**src/rtl/synch_down_counter_pkg.sv**
```systemverilog
// Shared definitions for the loadable synchronous down counter: width limit,
// mode encodings and an all-ones mask helper.
package synch_down_counter_pkg;

  localparam int CNT_MAX_WIDTH = 16;

  localparam logic MODE_FREE_RUN = 1'b0;
  localparam logic MODE_ONE_SHOT = 1'b1;

  // Mask with the low 'width' bits set; width 0 gives an empty mask.
  function automatic logic [CNT_MAX_WIDTH-1:0] cnt_all_ones(input int width);
    logic [CNT_MAX_WIDTH-1:0] v;
    v = '0;
    for (int b = 0; b < CNT_MAX_WIDTH; b++) begin
      if (b < width) v[b] = 1'b1;
    end
    return v;
  endfunction

endpackage

```
**src/rtl/synch_down_counter_t_ff.sv**
```systemverilog
// Toggle flip-flop cell: flips Q on a rising clk edge when T is high,
// cleared asynchronously by an active-low reset.
module t_ff (
  input  logic T,
  input  logic clk,
  input  logic reset_n,
  output logic Q
);

  logic q_q;

  always_ff @(posedge clk or negedge reset_n) begin
    if (!reset_n) begin
      q_q <= 1'b0;
    end else if (T) begin
      q_q <= ~q_q;
    end
  end

  assign Q = q_q;

endmodule

```
**src/rtl/synch_down_counter.sv**
```systemverilog
// Loadable synchronous down counter built from a shared-clock T flip-flop
// chain, with free-run/one-shot mode, terminal-count pulse and sticky done.
module synch_down_counter
  import synch_down_counter_pkg::*;
#(
  parameter int WIDTH = 4
) (
  input  logic             clk,
  input  logic             reset_n,
  input  logic             en,
  input  logic             load,
  input  logic [WIDTH-1:0] load_val,
  input  logic             one_shot,
  output logic [WIDTH-1:0] Q,
  output logic             zero,
  output logic             tc,
  output logic             done
);

  logic [WIDTH-1:0]         q_q;
  logic [WIDTH-1:0]         t_d;
  logic [CNT_MAX_WIDTH-1:0] q_ext;
  logic                     stop_at_zero;
  logic                     dec_en;
  logic                     at_one;
  logic                     tc_d, tc_q;
  logic                     done_d, done_q;

  assign q_ext        = CNT_MAX_WIDTH'(q_q);
  assign zero         = (q_q == '0);
  assign at_one       = (q_q == WIDTH'(1));
  assign stop_at_zero = (one_shot == MODE_ONE_SHOT) && zero;
  assign dec_en       = en && !stop_at_zero;

  // A bit borrows (toggles) on decrement when every lower bit is zero; from
  // all-zeros that flips every bit, which is exactly the free-run wrap.
  // A load toggles only the bits that differ from load_val.
  for (genvar i = 0; i < WIDTH; i++) begin : g_bit
    localparam logic [CNT_MAX_WIDTH-1:0] LOW_MASK = cnt_all_ones(i);
    logic low_zero;
    assign low_zero = ((q_ext & LOW_MASK) == '0);
    assign t_d[i]   = load ? (q_q[i] ^ load_val[i]) : (dec_en & low_zero);

    t_ff u_tff (
      .T       (t_d[i]),
      .clk     (clk),
      .reset_n (reset_n),
      .Q       (q_q[i])
    );
  end

  always_comb begin
    tc_d   = 1'b0;
    done_d = done_q;
    if (load) begin
      done_d = 1'b0;
    end else if (en && at_one) begin
      tc_d = 1'b1;
      if (one_shot == MODE_ONE_SHOT) done_d = 1'b1;
    end
  end

  always_ff @(posedge clk or negedge reset_n) begin
    if (!reset_n) begin
      tc_q   <= 1'b0;
      done_q <= 1'b0;
    end else begin
      tc_q   <= tc_d;
      done_q <= done_d;
    end
  end

  assign Q    = q_q;
  assign tc   = tc_q;
  assign done = done_q;

endmodule
```
**config.mk**
```make
export PLATFORM = sky130hd
export DESIGN_NAME = synch_down_counter
export DESIGN_NICKNAME = d
export VERILOG_FILES = /design/src/rtl/synch_down_counter_pkg.sv /design/src/rtl/synch_down_counter_t_ff.sv /design/src/rtl/synch_down_counter.sv
export SDC_FILE = /design/constraint.sdc
export NUM_CORES = 1
export LEC_CHECK = 0
export CORE_AREA = 2 2 39 41
export CTS_BUF_LIST = sky130_fd_sc_hd__clkbuf_8
export DETAILED_ROUTE_END_ITERATION = 12
export DIE_AREA = 0 0 41 43
export PLACE_DENSITY = 0.56
export REMOVE_ABC_BUFFERS = 1
export SLEW_MARGIN = 20
export SYNTH_ARGS = -nofsm -noshare
export SYNTH_HDL_FRONTEND = slang
export SYNTH_SLANG_ARGS = --single-unit
```
**constraint.sdc**
```tcl
create_clock -name clk -period 1.6 [get_ports clk]
set_clock_uncertainty 0.15 [all_clocks]
set_input_delay 0.24 -clock clk [delete_from_list [all_inputs] [get_ports clk]]
set_output_delay 0.24 -clock clk [all_outputs]
set_load 0.02 [all_outputs]
```
==> results.sh, run 1 <==
export IMPL_share_of_the_synthesized_area_in_the_top_cell_type=0.4240
export IMPL_worst_hold_slack_ps=110.8
export IMPL_fillers=145
export IMPL_worst_r2r_setup_slack_ps=200
export IMPL_ctsHtreeMaxLevel=1
export IMPL_multi_input_area_um2=162.7
export IMPL_critPathBufInv=1
export IMPL_clock_slew_seen_by_the_registers_of_the_worst_setup_and_hold_paths_ps=40
export IMPL_avgViaCountPerCell=4.543
export IMPL_drt_iter0_markers=2
export IMPL_cellInternalPower_mw=0.3933
export IMPL_rsz0062_at_grt="false"
export IMPL_placement_rows=14
export IMPL_wl_per_cell_um=11.26
export IMPL_placeable_area_um2=1384
export IMPL_p_total_mw=0.5394
export IMPL_area_delta_synth_final_pct=57.95
export IMPL_data_required_time_of_the_critical_path_ps=1210
export IMPL_final_global_route_overflow_total=0
export IMPL_synth_compound_area_share=0.1767
export IMPL_share_of_cell_area_taken_by_muxes_after_synthesis=0.02827
export IMPL_r2r_start="g_bit[1].u_tff.Q$_DFFE_PN0P_"
export IMPL_drive_gt1_frac=0.2037
export IMPL_drt_antenna_violating_nets=0
export IMPL_detailed_place_hpwl_um=632.9
export IMPL_placement_setup_worst_slack_ps=-49.21
export IMPL_grt_start_max_net_pins=10
export IMPL_worstPathArrival_ps=1160
export IMPL_globalRouteTotalUtil=0.1222
export IMPL_worst_setup_path_end_kind="output pin"
export IMPL_finalCritPeriodShare=0.9683
export IMPL_syn_inst=36
export IMPL_post_synth_main_area_contributors="dfrtp_1, buf_4, nor4b_4, nor2_1, nor4b_2"
export IMPL_ff_latch_area_um2=150.1
export IMPL_post_synth_fa_ha_maj_area_fraction=0
export IMPL_worst_slew_pin_transition_ps=310.8
export IMPL_cp_endpoint="done"
export IMPL_critical_path_slowest_cell="clkdlybuf4s50_1"
export IMPL_hold_path_class="input port to async pin"
export IMPL_synth_xor_xnor_area_share=0
export IMPL_max_cap_viol_count=0
export IMPL_clock_sinks=6
export IMPL_mostFrequentLayoutCells="clkdlybuf4s50_1, dfrtp_1, buf_4"
export IMPL_worst_r2r_path_depth=4
export IMPL_path_delay_family="buffers and inverters"
export IMPL_die_width_um=41
export IMPL_total_switching_power_mw=0.1461
export IMPL_synth_warning_count=0
export IMPL_period_minus_slack_ps=1549
export IMPL_crit_reg2reg_capture="g_bit[3].u_tff.Q$_DFFE_PN0P_"
export IMPL_cts_tree="done"
export IMPL_power_switching_fraction=0.2709
export IMPL_highest_clock_rate_ghz=0.6454
export IMPL_critical_path_max_fanout=2
export IMPL_sequential_share_of_power=0.317
export IMPL_synth_simple_gate_area_frac=0.2544
export IMPL_fp_dieArea_um2=1763
export IMPL_finalHoldViolations=0
export IMPL_timing_critical_path_cells="clkdlybuf4s50_1"
export IMPL_syn_avg_cell_area_um2=9.836
export IMPL_synth_sequential_area_ratio=0.4240
export IMPL_slew_limit_headroom=0.7922
export IMPL_crit_path_start="done$_DFFE_PN0P_"
export IMPL_postSynthRegisterBits=6
export IMPL_routed_via_count=318
export IMPL_dpl_cell_count=67
export IMPL_postPlaceCellArea_um2=528.0
export IMPL_buffer_ports_inserted=15
export IMPL_chipHeight_um=43
export IMPL_share_clk_of_total_power=0.431
export IMPL_antenna_found_initial=0
export IMPL_cts_setup_buffers=0
export IMPL_finalNetCount=65
export IMPL_cts_root_to_sink_buffers=2
export IMPL_drt_total_wl_um=788
export IMPL_drc_errors=0
export IMPL_final_setup_viol_count=0
export IMPL_critPathKind="register to output pin"
export IMPL_synth_area_um2=354.1
export IMPL_later_pin_clock_latency_in_the_skew_report_ps=220
export IMPL_postLayoutSetupSlackWorst_ps=50.64
export IMPL_run_status="finished clean"
export IMPL_p_comb_frac=0.252
export IMPL_io_pins=16
export IMPL_netlist_top_cell_by_area="dfrtp_1"
export IMPL_initial_utilization=0.2559
export IMPL_type_of_element_launching_the_critical_path="register"
export IMPL_global_route_wire_length_before_repair_mm=1.352
export IMPL_via_count_of_the_first_global_routing_pass=312
export IMPL_antenna_cells=0
export IMPL_postLayoutCellArea_um2=559.3
export IMPL_final_max_tran_viols=0
export IMPL_pwr_density_cell_nw_per_um2=964.4
export IMPL_mostFrequentLayoutCell="clkdlybuf4s50_1"
export IMPL_ys_types=20
export IMPL_cts_inserted_buffers=3
export IMPL_total_leakage_power_nw=0.2391
export IMPL_first_pass_iters=3
export IMPL_tns_ps=0
export IMPL_routabilityCongestion=0.6955
export IMPL_critical_path_max_stage_delay_ps=600
export IMPL_timing_critical_path_depth=1
export IMPL_power_ir_vdd_worst_mv=0.3405
export IMPL_layoutNonFillerInstCount=70
export IMPL_clock_tree_root_cell="clkbuf_8"
export IMPL_layout_core_utilization=0.4042
export IMPL_synth_top_family_by_area="simple AND/OR/NAND/NOR gates"
## synth_stat cells
cell       n
nor2_1     4
clkbuf_1   1
mux2i_1    1
nor4b_1    1
o21ai_0    1
nor4_1     1
o21ai_1    2
a21oi_1    2
buf_4      4
nor4b_4    1
nand2b_1   1
a211o_1    1
a31oi_1    2
nand2_1    2
o31ai_1    1
nor4b_2    1
a2bb2oi_1  1
inv_1      2
nor3b_1    1
dfrtp_1    6
## layer usage
metal  share of wire  vias up  track usage
li1                -      165            -
met1            0.43      135       0.1607
met2            0.44       14       0.1500
met3           0.081        4      0.03141
met4           0.043        0       0.1200
met5               0        -            0
## sequential cells by signal, summed over array words and instances (netlist names)
| signal | count |
|---|---|
| g_bit.u_tff.Q | 4 |
| tc | 1 |
| done | 1 |
## cell type report
cell class / count / area share
tap: 16 / 0.03579
sequential: 6 / 0.2685
clock buffer: 3 / 0.07383
multi-input combinational: 23 / 0.2908
timing repair buffer: 20 / 0.3177
inverter: 2 / 0.01342
## power groups by stage
stage / Combinational (mW) / Clock (mW) / Sequential (mW)
after floorplan: 0.0348 / 0 / 0.203
after detailed placement: 0.148 / 0 / 0.173
after CTS: 0.139 / 0.236 / 0.171
after global placement: 0.149 / 0 / 0.172
final: 0.136 / 0.232 / 0.171
after global routing: 0.151 / 0.246 / 0.172
## how the worst min path moves through the flow
stage | endpoint | from | slack [ps] | depth (start not counted)
2_1_floorplan | done$_DFFE_PN0P_ | reset_n | -210 | 0
3_3_place_gp | done$_DFFE_PN0P_ | done$_DFFE_PN0P_ | 330 | 2
3_5_place_dp | done$_DFFE_PN0P_ | done$_DFFE_PN0P_ | 340 | 2
4_1_cts | done$_DFFE_PN0P_ | reset_n | 120 | 1
5_1_grt | done$_DFFE_PN0P_ | reset_n | 130 | 1
6_report | done$_DFFE_PN0P_ | reset_n | 110 | 1
## kinds of logic after synthesis
| group | Yosys count |
|---|---|
| flip-flops | 6 |
| AO/OA/AOI/OAI | 10 |
| multiplexers | 1 |
| buffers and inverters | 7 |
| AND/OR/NAND/NOR | 12 |
## timing repair
item | CTS | global route
gates cloned | 0 | 0
hold buffers | 0 | 0
pin swaps | 0 | 0
endpoints found under the setup margin | 5 | 1
gates resized for setup | 5 | 3
Note: power is estimated with default switching activity, not from simulation.
==> run 2, diff against run 1 <==
Clock period 1.6 ns to 2 ns, I/O delays scaled along.
==> run 2 against run 1 <==
  * Critical path depth grew 1
  * Total power shrank 20%
  * Sequential power shrank 20%
  * Via count grew 0.31%
  * Critical path type unchanged
==> results.sh, run 2 (synthesis results as in run 1) <==
export IMPL_run_status="finished clean"
export IMPL_buffer_ports_inserted=15
export IMPL_crit_reg2reg_capture="g_bit[1].u_tff.Q$_DFFE_PN0P_"
export IMPL_period_minus_slack_ps=1763
export IMPL_sequential_share_of_power=0.316
export IMPL_pwr_density_cell_nw_per_um2=764.1
export IMPL_timing_critical_path_depth=2
export IMPL_drt_iter0_markers=1
export IMPL_chipHeight_um=43
export IMPL_placeable_area_um2=1384
export IMPL_placement_rows=14
export IMPL_timing_critical_path_cells="buf_4, clkdlybuf4s50_1"
export IMPL_wl_per_cell_um=11.10
export IMPL_drive_gt1_frac=0.1698
export IMPL_final_global_route_overflow_total=0
export IMPL_clock_slew_seen_by_the_registers_of_the_worst_setup_and_hold_paths_ps=40
export IMPL_cp_endpoint="Q[0]"
export IMPL_critical_path_slowest_cell="clkdlybuf4s50_1"
export IMPL_clock_tree_root_cell="clkbuf_8"
export IMPL_rsz0062_at_grt="false"
export IMPL_io_pins=16
export IMPL_p_comb_frac=0.269
export IMPL_worst_setup_path_end_kind="output pin"
export IMPL_avgViaCountPerCell=4.623
export IMPL_total_switching_power_mw=0.1108
export IMPL_hold_buffers=0
export IMPL_cts_inserted_buffers=3
export IMPL_max_ffs_per_register=4
export IMPL_power_switching_fraction=0.2570
export IMPL_grt_start_max_net_pins=10
export IMPL_worst_slew_pin_transition_ps=304.3
export IMPL_worst_hold_slack_ps=173.9
export IMPL_cts_tree="done"
export IMPL_critical_path_max_fanout=6
export IMPL_data_required_time_of_the_critical_path_ps=1550
export IMPL_area_delta_synth_final_pct=59.36
export IMPL_finalHoldViolations=0
export IMPL_postLayoutCellArea_um2=564.3
export IMPL_global_route_wire_length_before_repair_mm=1.262
export IMPL_critPathBufInv=2
export IMPL_via_count_of_the_first_global_routing_pass=296
export IMPL_crit_path_start="g_bit[0].u_tff.Q$_DFFE_PN0P_"
export IMPL_detailed_place_hpwl_um=597.5
export IMPL_drc_errors=0
export IMPL_mostFrequentLayoutCells="clkdlybuf4s50_1, dfrtp_1, nor2_1, buf_4, clkbuf_8"
export IMPL_tns_ps=0
export IMPL_r2r_start="g_bit[0].u_tff.Q$_DFFE_PN0P_"
export IMPL_initial_utilization=0.2559
export IMPL_final_setup_viol_count=0
export IMPL_cts_setup_buffers=0
export IMPL_finalNetCount=64
export IMPL_power_ir_vdd_worst_mv=0.4250
export IMPL_hold_path_class="input port to async pin"
export IMPL_total_leakage_power_nw=0.2447
export IMPL_fillers=143
export IMPL_multi_input_area_um2=162.7
export IMPL_worst_r2r_setup_slack_ps=590
export IMPL_antenna_cells=0
export IMPL_slew_limit_headroom=0.7965
export IMPL_drt_antenna_violating_nets=0
export IMPL_drt_total_wl_um=766
export IMPL_path_delay_family="buffers and inverters"
export IMPL_first_pass_iters=2
export IMPL_max_cap_viol_count=0
export IMPL_critPathKind="register to output pin"
export IMPL_later_pin_clock_latency_in_the_skew_report_ps=220
export IMPL_type_of_element_launching_the_critical_path="register"
export IMPL_fp_dieArea_um2=1763
export IMPL_mostFrequentLayoutCell="clkdlybuf4s50_1"
export IMPL_finalCritPeriodShare=0.8816
export IMPL_ctsHtreeMaxLevel=1
export IMPL_postPlaceCellArea_um2=520.5
export IMPL_share_clk_of_total_power=0.415
export IMPL_final_max_tran_viols=0
export IMPL_routabilityCongestion=0.7005
export IMPL_highest_clock_rate_ghz=0.5671
export IMPL_clock_sinks=6
export IMPL_worst_r2r_path_depth=4
export IMPL_cts_root_to_sink_buffers=2
export IMPL_ff_latch_area_um2=150.1
export IMPL_die_width_um=41
export IMPL_worstPathArrival_ps=1310
export IMPL_critical_path_max_stage_delay_ps=600
export IMPL_globalRouteTotalUtil=0.1172
export IMPL_antenna_found_initial=0
export IMPL_cellInternalPower_mw=0.3203
export IMPL_routed_via_count=319
## run 2: how the worst min path moves through the flow
stage	start	endpoint	slack (ps)	cells after the start
final	reset_n	tc$_DFF_PN0_	170	1
after detailed placement	done$_DFFE_PN0P_	done$_DFFE_PN0P_	340	2
after CTS	reset_n	done$_DFFE_PN0P_	180	1
after global routing	reset_n	tc$_DFF_PN0_	200	1
after global placement	done$_DFFE_PN0P_	done$_DFFE_PN0P_	330	2
after floorplan	reset_n	done$_DFFE_PN0P_	-150	0
## run 2: worst reg2reg max path, delay by kind of cell, from the launching register on
kind / cells / cell delay [ps]
AOI/OAI and AO/OA: 2 / 450
and+or+nand+nor: 1 / 190
DFF: 1 / 370
buffers and inverters: 1 / 160
## run 2: layout make-up
cell class | instances | area share
repair buffers | 19 | 0.3237
clock buffers | 3 | 0.07317
flip-flops and latches | 6 | 0.2661
multi-input cells | 23 | 0.2882
well taps | 16 | 0.03548
inverters | 2 | 0.01330
## run 2: timing repair
| item | in CTS | in global routing |
|---|---|---|
| gates resized for setup | 0 | 1 |
| setup endpoints to repair | 0 | 1 |
| hold endpoints to repair | 0 | 0 |
## run 2: per-stage QoR
stage               total power, mW  worst slack [ps]    util  cells
global route                 0.4579             192.0  0.4078     69
finish                       0.4312             236.7  0.4078     69
detailed placement           0.2546             274.2  0.3761     66
CTS                          0.4403             34.02  0.4060     69
global placement             0.2550             280.5  0.3761     66
floorplan                    0.1905             261.3       -     31
## run 2: per-layer routing
metal / up-vias / part of all wire / global-route usage / wire length (um)
li1: 160 / - / - / -
met2: 14 / 0.46 / 0.1469 / 353
met3: 2 / 0.099 / 0.04712 / 76
met4: 0 / 0.027 / 0.1200 / 21
met5: - / 0 / 0 / 0
met1: 143 / 0.41 / 0.1377 / 315
## run 2: power by group through the flow
stage          clock, mW  combinational [mW]  sequential (mW)
2_1_floorplan          0              0.0278            0.163
3_3_place_gp           0               0.117            0.138
3_5_place_dp           0               0.117            0.138
4_1_cts            0.186               0.117            0.136
5_1_grt            0.196               0.125            0.137
6_report           0.179               0.116            0.136
